==> src/rtl/mda_hdmi_pkg.sv <==
// Shared types and constants for the MDA-to-HDMI pixel pipeline.
// The colour table maps the two-bit mode switch onto the three colour guns.
package mda_hdmi_pkg;

    typedef enum logic [1:0] {
        GREEN  = 2'd0,
        YELLOW = 2'd1,
        WHITE  = 2'd2,
        RED    = 2'd3
    } mda_mode_e;

    // One pixel-path word: everything that travels through the pixel delay line.
    typedef struct packed {
        logic video;
        logic intensity;
        logic hsync;
        logic vsync;
    } mda_pix_t;

    // Colour gun enables per mode, packed as {r, g, b}.
    localparam logic [2:0] RGB_TABLE [4] = '{3'b010, 3'b110, 3'b111, 3'b100};

    localparam int DEF_DE_DELAY     = 2;
    localparam int DEF_PIX_DELAY    = 0;
    localparam int DEF_CLK_DIV      = 2;
    localparam int DEF_SYNC_TIMEOUT = 1048576;

    function automatic logic [2:0] mode_rgb(input mda_mode_e m);
        return RGB_TABLE[m];
    endfunction

endpackage

==> src/rtl/mda_hdmi_if.sv <==
// MDA video input and HDMI-side output bundle for the pixel pipeline.
// The master drives the MDA signals; the slave (the pipeline) drives the HDMI signals.
interface mda_hdmi_if;

    logic       video;
    logic       intensity;
    logic       hsync;
    logic       vsync;
    logic       display_enable;
    logic [1:0] mode;

    logic       hdmi_red;
    logic       hdmi_grn;
    logic       hdmi_blu;
    logic       hdmi_int;
    logic       hdmi_grn_int;
    logic       hdmi_hs;
    logic       hdmi_vs;
    logic       hdmi_de;
    logic       hdmi_clk;
    logic       sync_lost;

    modport master (
        output video, intensity, hsync, vsync, display_enable, mode,
        input  hdmi_red, hdmi_grn, hdmi_blu, hdmi_int, hdmi_grn_int,
        input  hdmi_hs, hdmi_vs, hdmi_de, hdmi_clk, sync_lost
    );

    modport slave (
        input  video, intensity, hsync, vsync, display_enable, mode,
        output hdmi_red, hdmi_grn, hdmi_blu, hdmi_int, hdmi_grn_int,
        output hdmi_hs, hdmi_vs, hdmi_de, hdmi_clk, sync_lost
    );

endinterface

==> src/rtl/mda_delay_line.sv <==
// Fixed-length shift register with synchronous active-low clear.
// DEPTH = 0 degenerates to a plain wire.
module mda_delay_line #(
    parameter int WIDTH = 1,
    parameter int DEPTH = 0
) (
    input  logic             clk,
    input  logic             rst_n,
    input  logic [WIDTH-1:0] d,
    output logic [WIDTH-1:0] q
);

    if (DEPTH == 0) begin : g_wire
        logic unused_s;
        assign unused_s = clk ^ rst_n;
        assign q = d;
    end else begin : g_regs
        logic [WIDTH-1:0] stage_r [DEPTH];

        // Shift one stage per clock; reset clears every stage so no old data survives.
        always_ff @(posedge clk) begin
            if (!rst_n) begin
                for (int i = 0; i < DEPTH; i++) begin
                    stage_r[i] <= '0;
                end
            end else begin
                stage_r[0] <= d;
                for (int i = 1; i < DEPTH; i++) begin
                    stage_r[i] <= stage_r[i-1];
                end
            end
        end

        assign q = stage_r[DEPTH-1];
    end

endmodule

==> src/rtl/mda_hdmi_pipe.sv <==
// MDA-to-HDMI pixel pipeline: delays DE and pixel/sync signals, maps
// monochrome video onto a selectable colour, divides the pixel clock and,
// when MDA_SYNC_WATCHDOG_EN is defined, blanks the picture after vsync loss.
module mda_hdmi_pipe
    import mda_hdmi_pkg::*;
#(
    parameter int DE_DELAY     = DEF_DE_DELAY,
    parameter int PIX_DELAY    = DEF_PIX_DELAY,
    parameter int CLK_DIV      = DEF_CLK_DIV,
    parameter int SYNC_TIMEOUT = DEF_SYNC_TIMEOUT
) (
    input  logic      clk,
    input  logic      rst_n,
    mda_hdmi_if.slave bus
);

    localparam int HALF_DIV = CLK_DIV / 2;
    localparam int DIV_W    = (HALF_DIV > 1) ? $clog2(HALF_DIV) : 1;
    localparam logic [DIV_W-1:0] DIV_LAST = DIV_W'(HALF_DIV - 1);
    localparam logic [DIV_W-1:0] DIV_ONE  = DIV_W'(1);

    mda_pix_t          pix_in_s;
    mda_pix_t          pix_dly_s;
    logic              de_dly_s;
    logic              vs_rise_s;
    logic              sync_lost_nxt_s;
    logic [2:0]        rgb_s;

    mda_mode_e         mode_r;
    logic              red_r, grn_r, blu_r, int_r, grn_int_r;
    logic              hs_r, vs_r, de_r;
    logic              sync_lost_r;
    logic              hclk_r;
    logic [DIV_W-1:0]  div_cnt_r;

    assign pix_in_s = '{video: bus.video, intensity: bus.intensity,
                        hsync: bus.hsync, vsync: bus.vsync};

    mda_delay_line #(.WIDTH($bits(mda_pix_t)), .DEPTH(PIX_DELAY)) u_pix_dly (
        .clk   (clk),
        .rst_n (rst_n),
        .d     (pix_in_s),
        .q     (pix_dly_s)
    );

    mda_delay_line #(.WIDTH(1), .DEPTH(DE_DELAY)) u_de_dly (
        .clk   (clk),
        .rst_n (rst_n),
        .d     (bus.display_enable),
        .q     (de_dly_s)
    );

    // vs_r holds the previous cycle's delayed vsync, so this is the 0->1 edge.
    assign vs_rise_s = pix_dly_s.vsync & ~vs_r;
    assign rgb_s     = mode_rgb(mode_r);

`ifdef MDA_SYNC_WATCHDOG_EN
    localparam int WD_W = $clog2(SYNC_TIMEOUT + 1);
    localparam logic [WD_W-1:0] WD_MAX = WD_W'(SYNC_TIMEOUT);
    localparam logic [WD_W-1:0] WD_ONE = WD_W'(1);

    logic [WD_W-1:0] wd_cnt_r;

    // Sync counts as lost once the counter has saturated, unless an edge arrives now.
    assign sync_lost_nxt_s = vs_rise_s ? 1'b0 : (wd_cnt_r == WD_MAX);

    // Cycles since the last vsync edge, saturating at the timeout.
    always_ff @(posedge clk) begin
        if (!rst_n) begin
            wd_cnt_r <= '0;
        end else if (vs_rise_s) begin
            wd_cnt_r <= '0;
        end else if (wd_cnt_r != WD_MAX) begin
            wd_cnt_r <= wd_cnt_r + WD_ONE;
        end else begin
            wd_cnt_r <= wd_cnt_r;
        end
    end
`else
    // The timeout only sizes the watchdog, which this build leaves out.
    logic unused_cfg_s;
    assign unused_cfg_s    = (SYNC_TIMEOUT > 0);
    assign sync_lost_nxt_s = 1'b0;
`endif

    // Active colour mode: only changes on a vsync edge so a frame never changes colour.
    always_ff @(posedge clk) begin
        if (!rst_n) begin
            mode_r <= GREEN;
        end else if (vs_rise_s) begin
            mode_r <= mda_mode_e'(bus.mode);
        end else begin
            mode_r <= mode_r;
        end
    end

    // Final output stage: colour mapping, blanking on sync loss, sync pass-through.
    always_ff @(posedge clk) begin
        if (!rst_n) begin
            red_r       <= 1'b0;
            grn_r       <= 1'b0;
            blu_r       <= 1'b0;
            int_r       <= 1'b0;
            grn_int_r   <= 1'b0;
            hs_r        <= 1'b0;
            vs_r        <= 1'b0;
            de_r        <= 1'b0;
            sync_lost_r <= 1'b0;
        end else begin
            red_r       <= pix_dly_s.video & rgb_s[2] & ~sync_lost_nxt_s;
            grn_r       <= pix_dly_s.video & rgb_s[1] & ~sync_lost_nxt_s;
            blu_r       <= pix_dly_s.video & rgb_s[0] & ~sync_lost_nxt_s;
            int_r       <= pix_dly_s.intensity & ~sync_lost_nxt_s;
            grn_int_r   <= pix_dly_s.intensity & rgb_s[1] & ~sync_lost_nxt_s;
            hs_r        <= pix_dly_s.hsync;
            vs_r        <= pix_dly_s.vsync;
            de_r        <= de_dly_s & ~sync_lost_nxt_s;
            sync_lost_r <= sync_lost_nxt_s;
        end
    end

    // Output clock divider: toggle every CLK_DIV/2 input cycles.
    always_ff @(posedge clk) begin
        if (!rst_n) begin
            div_cnt_r <= '0;
            hclk_r    <= 1'b0;
        end else if (div_cnt_r == DIV_LAST) begin
            div_cnt_r <= '0;
            hclk_r    <= ~hclk_r;
        end else begin
            div_cnt_r <= div_cnt_r + DIV_ONE;
            hclk_r    <= hclk_r;
        end
    end

    assign bus.hdmi_red     = red_r;
    assign bus.hdmi_grn     = grn_r;
    assign bus.hdmi_blu     = blu_r;
    assign bus.hdmi_int     = int_r;
    assign bus.hdmi_grn_int = grn_int_r;
    assign bus.hdmi_hs      = hs_r;
    assign bus.hdmi_vs      = vs_r;
    assign bus.hdmi_de      = de_r;
    assign bus.hdmi_clk     = hclk_r;
    assign bus.sync_lost    = sync_lost_r;

endmodule

==> src/flat_wrapper.sv <==
// flat-port wrapper written by rule: the top's interface ports become plain ports
module mda_hdmi_pipe_flat import mda_hdmi_pkg::*;
#(
    parameter int DE_DELAY     = DEF_DE_DELAY,
    parameter int PIX_DELAY    = DEF_PIX_DELAY,
    parameter int CLK_DIV      = DEF_CLK_DIV,
    parameter int SYNC_TIMEOUT = DEF_SYNC_TIMEOUT
)
  (clk, rst_n, bus_video, bus_intensity, bus_hsync, bus_vsync, bus_display_enable, bus_mode, bus_hdmi_red, bus_hdmi_grn, bus_hdmi_blu, bus_hdmi_int, bus_hdmi_grn_int, bus_hdmi_hs, bus_hdmi_vs, bus_hdmi_de, bus_hdmi_clk, bus_sync_lost);
  mda_hdmi_if bus_i ();
  input  logic clk;
  input  logic rst_n;
  input wire logic [$bits(bus_i.video)-1:0] bus_video;
  input wire logic [$bits(bus_i.intensity)-1:0] bus_intensity;
  input wire logic [$bits(bus_i.hsync)-1:0] bus_hsync;
  input wire logic [$bits(bus_i.vsync)-1:0] bus_vsync;
  input wire logic [$bits(bus_i.display_enable)-1:0] bus_display_enable;
  input wire logic [$bits(bus_i.mode)-1:0] bus_mode;
  output wire logic [$bits(bus_i.hdmi_red)-1:0] bus_hdmi_red;
  output wire logic [$bits(bus_i.hdmi_grn)-1:0] bus_hdmi_grn;
  output wire logic [$bits(bus_i.hdmi_blu)-1:0] bus_hdmi_blu;
  output wire logic [$bits(bus_i.hdmi_int)-1:0] bus_hdmi_int;
  output wire logic [$bits(bus_i.hdmi_grn_int)-1:0] bus_hdmi_grn_int;
  output wire logic [$bits(bus_i.hdmi_hs)-1:0] bus_hdmi_hs;
  output wire logic [$bits(bus_i.hdmi_vs)-1:0] bus_hdmi_vs;
  output wire logic [$bits(bus_i.hdmi_de)-1:0] bus_hdmi_de;
  output wire logic [$bits(bus_i.hdmi_clk)-1:0] bus_hdmi_clk;
  output wire logic [$bits(bus_i.sync_lost)-1:0] bus_sync_lost;
  assign bus_i.video = bus_video;
  assign bus_i.intensity = bus_intensity;
  assign bus_i.hsync = bus_hsync;
  assign bus_i.vsync = bus_vsync;
  assign bus_i.display_enable = bus_display_enable;
  assign bus_i.mode = bus_mode;
  assign bus_hdmi_red = bus_i.hdmi_red;
  assign bus_hdmi_grn = bus_i.hdmi_grn;
  assign bus_hdmi_blu = bus_i.hdmi_blu;
  assign bus_hdmi_int = bus_i.hdmi_int;
  assign bus_hdmi_grn_int = bus_i.hdmi_grn_int;
  assign bus_hdmi_hs = bus_i.hdmi_hs;
  assign bus_hdmi_vs = bus_i.hdmi_vs;
  assign bus_hdmi_de = bus_i.hdmi_de;
  assign bus_hdmi_clk = bus_i.hdmi_clk;
  assign bus_sync_lost = bus_i.sync_lost;
  mda_hdmi_pipe #(.DE_DELAY(DE_DELAY), .PIX_DELAY(PIX_DELAY), .CLK_DIV(CLK_DIV), .SYNC_TIMEOUT(SYNC_TIMEOUT)) u_core (.clk(clk), .rst_n(rst_n), .bus(bus_i));
endmodule
==> config.mk <==
export PLATFORM = sky130hd
export DESIGN_NAME = mda_hdmi_pipe_flat
export DESIGN_NICKNAME = d
export VERILOG_FILES = /design/src/rtl/mda_hdmi_pkg.sv /design/src/rtl/mda_hdmi_if.sv /design/src/rtl/mda_delay_line.sv /design/src/rtl/mda_hdmi_pipe.sv /design/src/flat_wrapper.sv
export SDC_FILE = /design/constraint.sdc
export NUM_CORES = 1
export LEC_CHECK = 0
export BUFFER_PORTS_ARGS = -buffer_cell sky130_fd_sc_hd__buf_2
export CORE_AREA = 2 2 39 41
export DETAILED_ROUTE_END_ITERATION = 10
export DIE_AREA = 0 0 41 43
export SETUP_SLACK_MARGIN = 0.02
export SYNTH_ARGS = -nofsm -noshare
export SYNTH_HDL_FRONTEND = slang
export SYNTH_SLANG_ARGS = --single-unit
==> constraint.sdc <==
create_clock -name clk -period 0.9 [get_ports clk]
set_input_delay 0.18 -clock clk [delete_from_list [all_inputs] [get_ports clk]]
set_output_delay 0.18 -clock clk [all_outputs]
set_load 0.03 [all_outputs]
==> results of run 1 <==
## layout by cell type, fill, tap and decap left out, drive strengths merged
master  instances
nor2            2
dfxtp          14
buf            18
nor3b           1
xnor2           1
mux2i           2
a21oi           1
nand2           5
conb            2
a21boi          1
and2b           1
and2            7
clkbuf          4
## metrics by stage
step                      hold WS, ns  util, %  std cells  setup WS [ns]  power [W]
after detailed placement        0.396     37.6         70          0.117   0.000812
after CTS                      0.0997     45.6         75        -0.0322    0.00130
after floorplan                 0.307        -         39         0.0403   0.000774
after global routing            0.104     45.6         75        -0.0607    0.00134
after global placement          0.393     37.6         70          0.121   0.000811
final                           0.114     45.6         75        -0.0136    0.00127
## state kept, by name, indices dropped and copies added, names as in the netlist
name / count
u_core.bus.hdmi_vs: 1
u_core.bus.hdmi_blu: 1
u_core.bus.hdmi_clk: 1
u_core.bus.hdmi_grn: 1
u_core.bus.hdmi_de: 1
u_core.bus.hdmi_red: 1
u_core.mode_r: 2
u_core.bus.hdmi_grn_int: 1
u_core.bus.hdmi_int: 1
u_core.div_cnt_r: 1
u_core.bus.hdmi_hs: 1
u_core.u_de_dly.g_regs.stage_r: 2
## path summary, 6_finish.rpt
check                                                       start                                end  slack [ns]  cells past startpoint
worst min register to register  u_core.u_de_dly.g_regs.stage_r[0]  u_core.u_de_dly.g_regs.stage_r[1]        0.44                      1
worst max-delay path                           u_core.bus.hdmi_vs                        bus_hdmi_vs       -0.01                      1
worst max register to register                u_core.bus.hdmi_clk                u_core.bus.hdmi_clk        0.09                      3
worst min-delay path                                    bus_hsync                 u_core.bus.hdmi_hs        0.11                      2
## kinds of logic (layout without fill, tap and decap cells)
group,after synthesis,in the layout,share of synthesized area [%]
compound gates,2,2,2.94
xor+xnor,1,1,2.06
buf+inv,2,22,3.53
flops,14,14,65.9
mux,2,2,4.71
other cells,1,2,0.882
simple gates,16,16,20.0
## cell type report
cell class	count	area share, %
Sequential cell	14	46.2
Timing Repair Buffer	18	23.6
Multi-Input combinational cell	23	21.2
Clock buffer	4	5.75
Tap cell	16	3.17
## layer usage
metal  GRT usage [%]  vias up  wire length, um
li1                -      155                -
met1            10.2      134              282
met2            11.9       13              299
met3            7.85        0               63
met4            4.00        0                0
met5               0        -                0
## repair_timing
action / in CTS / in global routing
endpoints found under the setup margin: 9 / 9
setup buffers: 1 / 0
gates resized for setup: 26 / 0
pin swaps: 0 / 0
## where the power goes
| part | internal, W | switching (W) |
|---|---|---|
| Combinational | 0.0000794 | 0.0000809 |
| Sequential | 0.000656 | 0.0000184 |
| Clock | 0.000246 | 0.000190 |
==> reports/results.ini, run 1 <==
[floorplan]
die_h_um = 43
ios = 19
core_mm2 = 0.00138
fp-row-count = 14
die-area_mm2 = 0.00176
die_x_um = 41
initial_core_util_pct = 30.7

[sta]
setup_viol = 6
clock_skew_ns = 0.00106
min_period_over_period_pct = 102
max_freq_mhz = 1090
slew_viol_final = 0
fin_ws_ns = -0.0136
hold_viol = 0
fin_tns_setup_ns = -0.0354
rsz0062_at_grt = true
period_needed_ns = 0.914

[detailed_routing]
via_per_inst = 4.03
drtPass1Iterations = 2
wl_per_cell_um = 8.60
drt-initial-drc-count = 4
route.detailed.drc = 0
drtAntennaViolNets = 0
vias = 302
routed_wl_um = 645

[status]
status = finished with violations
violations = setup timing

[logic_synthesis]
synth_cell_type_count = 12
yosys.area.top_type = dfxtp_1
ys_ff_latch = 14
ys_top_cells_by_count = dfxtp_1 (14), and2_1 (7), nand2_1 (5)
synth_area_um2 = 425
synth_cells = 38
netlist.area_leader.share_pct = 65.9
ys_warn_count = 0
synth_edf_count = 0
syn_area_per_cell_um2 = 11.2
ys.flop_type = dfxtp_1
synth_area_leaders = dfxtp_1 (66%), and2_1 (10%), mux2i_1 (4.7%)
async_reset_ff_share_pct = 0
yosysSeqAreaShare_pct = 65.9
synth.most_common_cell = dfxtp_1

[setup_path]
cp_top_family = flip-flops
slowest_stage = dfxtp_2
setup.worst_path.start_class = flop
worstPathRequired_ns = 0.72
slowest_delay_ns = 0.34
path_buf_inv = 1
crit_chain = buf_6
cp_max_fo = 2
end_kind = output pin
arrival_ns = 0.73
crit_type = reg2out

[clock_tree]
postCtsHoldBufs = 0
cts_tree = yes
clock-root-buffer = clkbuf_4
clk_latency_ns = 0.27
clock-sinks = 14
cts.path.max_buffers = 2
cts_made_buffers = 3
clkTransAtPathRegs_ns = 0.08
cts.htree.levels = 1

[cells_and_area]
seqCellArea_um2 = 292
fin_area_um2 = 631
syn_to_final_growth_pct = 48.2
multi_input_area_um2 = 134
drive_above_1_share_pct = 52.5
diodes = 0
fill_cells = 137
nets = 69

[job]
drv_cap = 0

[pwr]
powerDensity_mw_per_mm2 = 2010
p_leak_nw = 0.291
vdd_drop_max_v = 0.000820

[grt]
grt_pass1_wl_um = 1010
overflow = 0
first_global_vias = 247
grt_max_degree = 13
antenna_found_initial = 0
grt_use_total_pct = 9.09

[placement]
placed_area_um2 = 520
numPortBuffers = 17
gp_congestion = 0.676

[hold_path]
hp-class = in2reg

Power figures use the tool's default switching activity.
==> run 2, diff against run 1 <==
- CELL_PAD_IN_SITES_DETAIL_PLACEMENT: default -> 1
- CELL_PAD_IN_SITES_GLOBAL_PLACEMENT: default -> 1
- CORE_AREA: 2 2 39 41 -> default
- CORE_MARGIN: default -> 2
- CORE_UTILIZATION: default -> 31
- DIE_AREA: 0 0 41 43 -> default
- PLACE_DENSITY_LB_ADDON: default -> 0.1
==> run 2 against run 1 <==
The flow still finishes with violations (setup timing). Utilization grew 3.4 points. Via count rose by 3.3%. Sequential cell count unchanged. Power grew 0.15%. Count of clock-buffer cells in the layout unchanged. Non-clock buffer count is the same. First-iteration DRC count is 75% lower. Global-route usage is 2.4 points higher. Wire length rose by 21%. Setup slack got worse by 0.0041 ns. Largest cell class unchanged. Largest power group unchanged.
==> reports/results.ini, run 2 (same netlist as run 1, synthesis figures left out) <==
[cells_and_area]
fin_area_um2 = 629  ; was 631 um2
fill_cells = 139  ; was 137
largestRegisters = u_core.mode_r (2), u_core.u_de_dly.g_regs.stage_r (2)  ; unchanged
nets = 69  ; unchanged
diodes = 0  ; unchanged
drive_above_1_share_pct = 52.5  ; unchanged
layout_common_cells = buf_6 (9), dfxtp_2 (9), buf_2 (8), and2_1 (7)  ; unchanged
post-route-util_pct = 49.0  ; was 45.6%
syn_to_final_growth_pct = 47.9  ; was 48.2%

[detailed_routing]
route.detailed.drc = 0  ; unchanged
drtAntennaViolNets = 0  ; unchanged
via_per_inst = 4.22  ; was 4.03
routed_wl_um = 782  ; was 645 um
drtPass1Iterations = 2  ; unchanged
drt-initial-drc-count = 1  ; was 4
vias = 312  ; was 302
wl_per_cell_um = 10.6  ; was 8.60 um

[hold_path]
hp-class = in2reg  ; unchanged

[grt]
grt_max_degree = 13  ; unchanged
overflow = 0  ; unchanged
antenna_found_initial = 0  ; unchanged
grt_use_total_pct = 11.5  ; was 9.09%
met3_usage_pct = 3.26  ; was 7.85%
gr-usage-met1_pct = 10.3  ; was 10.2%
grt_pass1_wl_um = 1190  ; was 1010 um
gr-usage-met2_pct = 21.9  ; was 11.9%
first_global_vias = 303  ; was 247
grt-busiest-layer = met2  ; unchanged

[status]
status = finished with violations  ; unchanged
violations = setup timing  ; unchanged

[clock_tree]
clock-sinks = 14  ; unchanged
cts_tree = yes  ; unchanged
clkTransAtPathRegs_ns = 0.08  ; about the same
cts.htree.levels = 1  ; unchanged
cts_made_buffers = 3  ; unchanged
clock-root-buffer = clkbuf_4  ; unchanged
cts.path.max_buffers = 2  ; unchanged
clk_latency_ns = 0.27  ; about the same

[sta]
hold_slack_ns = 0.112  ; was 0.114 ns
fin_tns_setup_ns = -0.0461  ; was -0.0354 ns
slew_viol_final = 0  ; unchanged
setup_viol = 6  ; unchanged
max_freq_mhz = 1090  ; about the same
hold_viol = 0  ; unchanged
fin_ws_ns = -0.0176  ; was -0.0136 ns
min_period_over_period_pct = 102  ; about the same
rsz0062_at_grt = true  ; unchanged
period_needed_ns = 0.918  ; was 0.914 ns
clock_skew_ns = 0.00307  ; was 0.00106 ns

[pwr]
netSwitchingPower_w = 0.000291  ; was 0.000289 W
p_leak_nw = 0.291  ; unchanged
swShare_pct = 22.9  ; was 22.8%
clockPowerShare_pct = 34.2  ; was 34.3%
p_int_w = 0.000981  ; about the same
seqPwrFrac_pct = 53.1  ; about the same
share_comb_of_total_power_pct = 12.7  ; was 12.6%
vdd_drop_max_v = 0.000929  ; was 0.000820 V
powerDensity_mw_per_mm2 = 2020  ; was 2010 mW/mm2

[floorplan]
initial_core_util_pct = 33.1  ; was 30.7%
die-area_mm2 = 0.00168  ; was 0.00176 mm2
core_mm2 = 0.00128  ; was 0.00138 mm2
fp-row-count = 13  ; was 14
die_h_um = 41.0  ; was 43 um
die_x_um = 41.0  ; was 41 um
ios = 19  ; unchanged

[setup_path]
crit_type = reg2out  ; unchanged
arrival_ns = 0.74  ; was 0.73 ns
crit_chain = buf_6  ; unchanged
slowest_stage = dfxtp_2  ; unchanged
end_kind = output pin  ; unchanged
path_buf_inv = 1  ; unchanged
slowest_delay_ns = 0.34  ; about the same
cp_top_family = flip-flops  ; unchanged
worstPathRequired_ns = 0.72  ; about the same
cp_max_fo = 1  ; was 2
setup.worst_path.start_class = flop  ; unchanged

[placement]
dp_hpwl_um = 578
placed_area_um2 = 519  ; was 520 um2
gp_congestion = 0.564  ; was 0.676
numPortBuffers = 17  ; unchanged

[job]
drv_cap = 0  ; unchanged

-- run 2: cell counts in the layout (fill, tap and decap cells not counted) --
No cell type changed its count.
-- run 2: what timing repair did --
| action | 4_1_cts | 5_1_grt |
|---|---|---|
| pin swaps | 0 | 0 |
| resized for setup | 26 | 0 |
| setup endpoints to repair | 9 | 9 |
| hold buffers | 0 | 0 |
| setup buffers | 1 | 0 |
-- run 2: final cells by class --
cell class	count	area (um2)	area share (%)
multi-input cells	23	134	21.3
clock buffers	4	36.3	5.77
flip-flops and latches	14	292	46.3
well taps	15	18.8	2.98
repair buffers	18	149	23.7
-- run 2: layer usage --
| layer | part of all wire (%) | routed length, um |
|---|---|---|
| met5 | 0 | 0 |
| met2 | 55 | 431 |
| met4 | 0 | 0 |
| met3 | 6.8 | 53 |
| met1 | 38 | 298 |
-- run 2: final timing paths --
kind | start | to | slack (ns) | cells after the start
setup / recovery | u_core.bus.hdmi_blu | bus_hdmi_blu | -0.02 | 1
hold / removal | bus_display_enable | u_core.u_de_dly.g_regs.stage_r[0] | 0.11 | 2
setup reg to reg | u_core.bus.hdmi_clk | u_core.bus.hdmi_clk | 0.09 | 3
hold reg to reg | u_core.u_de_dly.g_regs.stage_r[0] | u_core.u_de_dly.g_regs.stage_r[1] | 0.44 | 1
-- run 2: metrics by stage --
step	power (W)	setup WS, ns	instances
CTS	0.00130	-0.0387	74
detailed placement	0.000815	0.0734	69
global placement	0.000808	0.138	69
finish	0.00127	-0.0176	74
floorplan	0.000774	0.0403	39
global route	0.00135	-0.0604	74
-- run 2: power groups by stage --
stage / registers [W] / logic (W) / clock network [W]
floorplan: 0.000723 / 0.0000506 / 0
global placement: 0.000680 / 0.000128 / 0
detailed placement: 0.000682 / 0.000133 / 0
CTS: 0.000676 / 0.000164 / 0.000462
global route: 0.000680 / 0.000176 / 0.000489
finish: 0.000675 / 0.000162 / 0.000435
==> run 3, diff against run 2 <==
- PLACE_DENSITY_LB_ADDON: 0.1 -> 0.08
==> run 3 against run 2 <==
Clock power about the same. Via count up 3.2%. Die area stayed put. Count of clock-buffer cells in the layout did not move. Critical endpoint is now bus_hdmi_clk. The run still ends with setup timing left. Highest routed layer is now met4. Register-to-register slack is essentially flat.
==> reports/results.ini, run 3 (same netlist as run 1, synthesis figures left out) <==
[status]
status = finished with violations  ; unchanged
violations = setup timing  ; unchanged

[hold_path]
hp-start = bus_hsync  ; was bus_display_enable
hold_path_end = u_core.bus.hdmi_hs  ; was u_core.u_de_dly.g_regs.stage_r[0]
min_delay_path_depth = 2  ; unchanged
hp-class = in2reg  ; unchanged

[cells_and_area]
nets = 69  ; unchanged
syn_to_final_growth_pct = 47.9  ; unchanged
post-route-util_pct = 49.0  ; unchanged
layout_common_cells = buf_6 (9), dfxtp_2 (9), buf_2 (8), and2_1 (7)  ; unchanged
drive_above_1_share_pct = 52.5  ; unchanged
fin_area_um2 = 629  ; unchanged
seqCellArea_um2 = 292  ; unchanged
multi_input_area_um2 = 134  ; unchanged
largestRegisters = u_core.mode_r (2), u_core.u_de_dly.g_regs.stage_r (2)  ; unchanged
fill_cells = 150  ; was 139
diodes = 0  ; unchanged

[detailed_routing]
drtAntennaViolNets = 0  ; unchanged
route.detailed.drc = 0  ; unchanged
routed_wl_um = 768  ; was 782 um
via_per_inst = 4.35  ; was 4.22
drt-initial-drc-count = 1  ; unchanged
wl_per_cell_um = 10.4  ; was 10.6 um
vias = 322  ; was 312
drtPass1Iterations = 2  ; unchanged

[sta]
setup_viol = 3  ; was 6
fin_ws_ns = -0.0128  ; was -0.0176 ns
hold_slack_ns = 0.113  ; was 0.112 ns
slew_viol_final = 0  ; unchanged
hold_viol = 0  ; unchanged
min_period_over_period_pct = 101  ; was 102%
period_needed_ns = 0.913  ; was 0.918 ns
rsz0062_at_grt = true  ; unchanged
fin_tns_setup_ns = -0.0218  ; was -0.0461 ns
clock_skew_ns = 0.000336  ; was 0.00307 ns
max_freq_mhz = 1100  ; was 1090 MHz

[grt]
overflow = 0  ; unchanged
grt_max_degree = 13  ; unchanged
grt_use_total_pct = 12.7  ; was 11.5%
antenna_found_initial = 0  ; unchanged
first_global_vias = 333  ; was 303
grt_pass1_wl_um = 1300  ; was 1190 um

[clock_tree]
cts.htree.levels = 1  ; unchanged
clk_latency_ns = 0.27  ; about the same
postCtsHoldBufs = 0  ; unchanged
cts_made_buffers = 3  ; unchanged
clkTransAtPathRegs_ns = 0.08  ; about the same
cts.path.max_buffers = 2  ; unchanged
clock-sinks = 14  ; unchanged
cts_tree = yes  ; unchanged
clock-root-buffer = clkbuf_4  ; unchanged

[setup_path]
crit_type = reg2out  ; unchanged
path_buf_inv = 1  ; unchanged
r2r_slack_ns = 0.08  ; was 0.09 ns
r2r_cells = 3  ; unchanged
slowest_stage = dfxtp_2  ; unchanged
cp_top_family = flip-flops  ; unchanged
setup.worst_path.start_class = flop  ; unchanged
r2r_start = u_core.bus.hdmi_clk  ; unchanged
end_kind = output pin  ; unchanged
crit-reg2reg-capture = u_core.bus.hdmi_clk  ; unchanged
crit_chain = buf_6  ; unchanged
arrival_ns = 0.73  ; was 0.74 ns
slowest_delay_ns = 0.34  ; about the same
cp_max_fo = 2  ; was 1
worstPathRequired_ns = 0.72  ; about the same

[floorplan]
die-area_mm2 = 0.00168  ; unchanged
die_h_um = 41.0  ; unchanged
ios = 19  ; unchanged
initial_core_util_pct = 33.1  ; unchanged
core_mm2 = 0.00128  ; unchanged
die_x_um = 41.0  ; unchanged
fp-row-count = 13  ; unchanged

[job]
drv_cap = 0  ; unchanged

[pwr]
vdd_drop_max_v = 0.000947  ; was 0.000929 V
powerDensity_mw_per_mm2 = 2020  ; about the same
power.total_w = 0.00127  ; about the same
p_leak_nw = 0.291  ; unchanged

[placement]
placed_area_um2 = 519  ; unchanged
gp_congestion = 0.643  ; was 0.564
numPortBuffers = 17  ; unchanged

## run 3: layout make-up
class / instances / share of cell area [%]
Timing Repair Buffer: 18 / 23.7
Multi-Input combinational cell: 23 / 21.3
Tap cell: 15 / 2.98
Clock buffer: 4 / 5.77
Sequential cell: 14 / 46.3
## run 3: routing by layer
layer / track usage [%] / up-vias / routed length [um]
li1: - / 158 / -
met1: 12.9 / 146 / 325
met2: 20.3 / 16 / 349
met3: 5.43 / 2 / 85
met4: 10.0 / 0 / 7
met5: 0 / - / 0
## run 3: where the power goes
part           internal [W]  switching [W]
sequential         0.000656      0.0000193
combinational     0.0000795      0.0000826
clock              0.000246       0.000187
total              0.000981       0.000289
## run 3: stage by stage
| step | instances | setup WS (ns) |
|---|---|---|
| floorplan | 39 | 0.0403 |
| global placement | 69 | 0.136 |
| detailed placement | 69 | 0.107 |
| CTS | 74 | -0.0287 |
| global route | 74 | -0.0607 |
| finish | 74 | -0.0128 |
## run 3: what timing repair did
action	4_1_cts	5_1_grt
endpoints found under the setup margin	9	9
resized for setup	26	0
buffers inserted	1	0
## run 3: how the worst max path moves through the flow
stage                             start                      end  slack, ns  cells past startpoint
floorplan           u_core.bus.hdmi_clk      u_core.bus.hdmi_clk       0.04                      2
global placement                  rst_n  u_core.bus.hdmi_grn_int       0.14                      3
detailed placement   u_core.bus.hdmi_vs         u_core.mode_r[1]       0.11                      2
CTS                 u_core.bus.hdmi_clk             bus_hdmi_clk      -0.03                      1
global route        u_core.bus.hdmi_clk             bus_hdmi_clk      -0.06                      1
finish              u_core.bus.hdmi_clk             bus_hdmi_clk      -0.01                      1
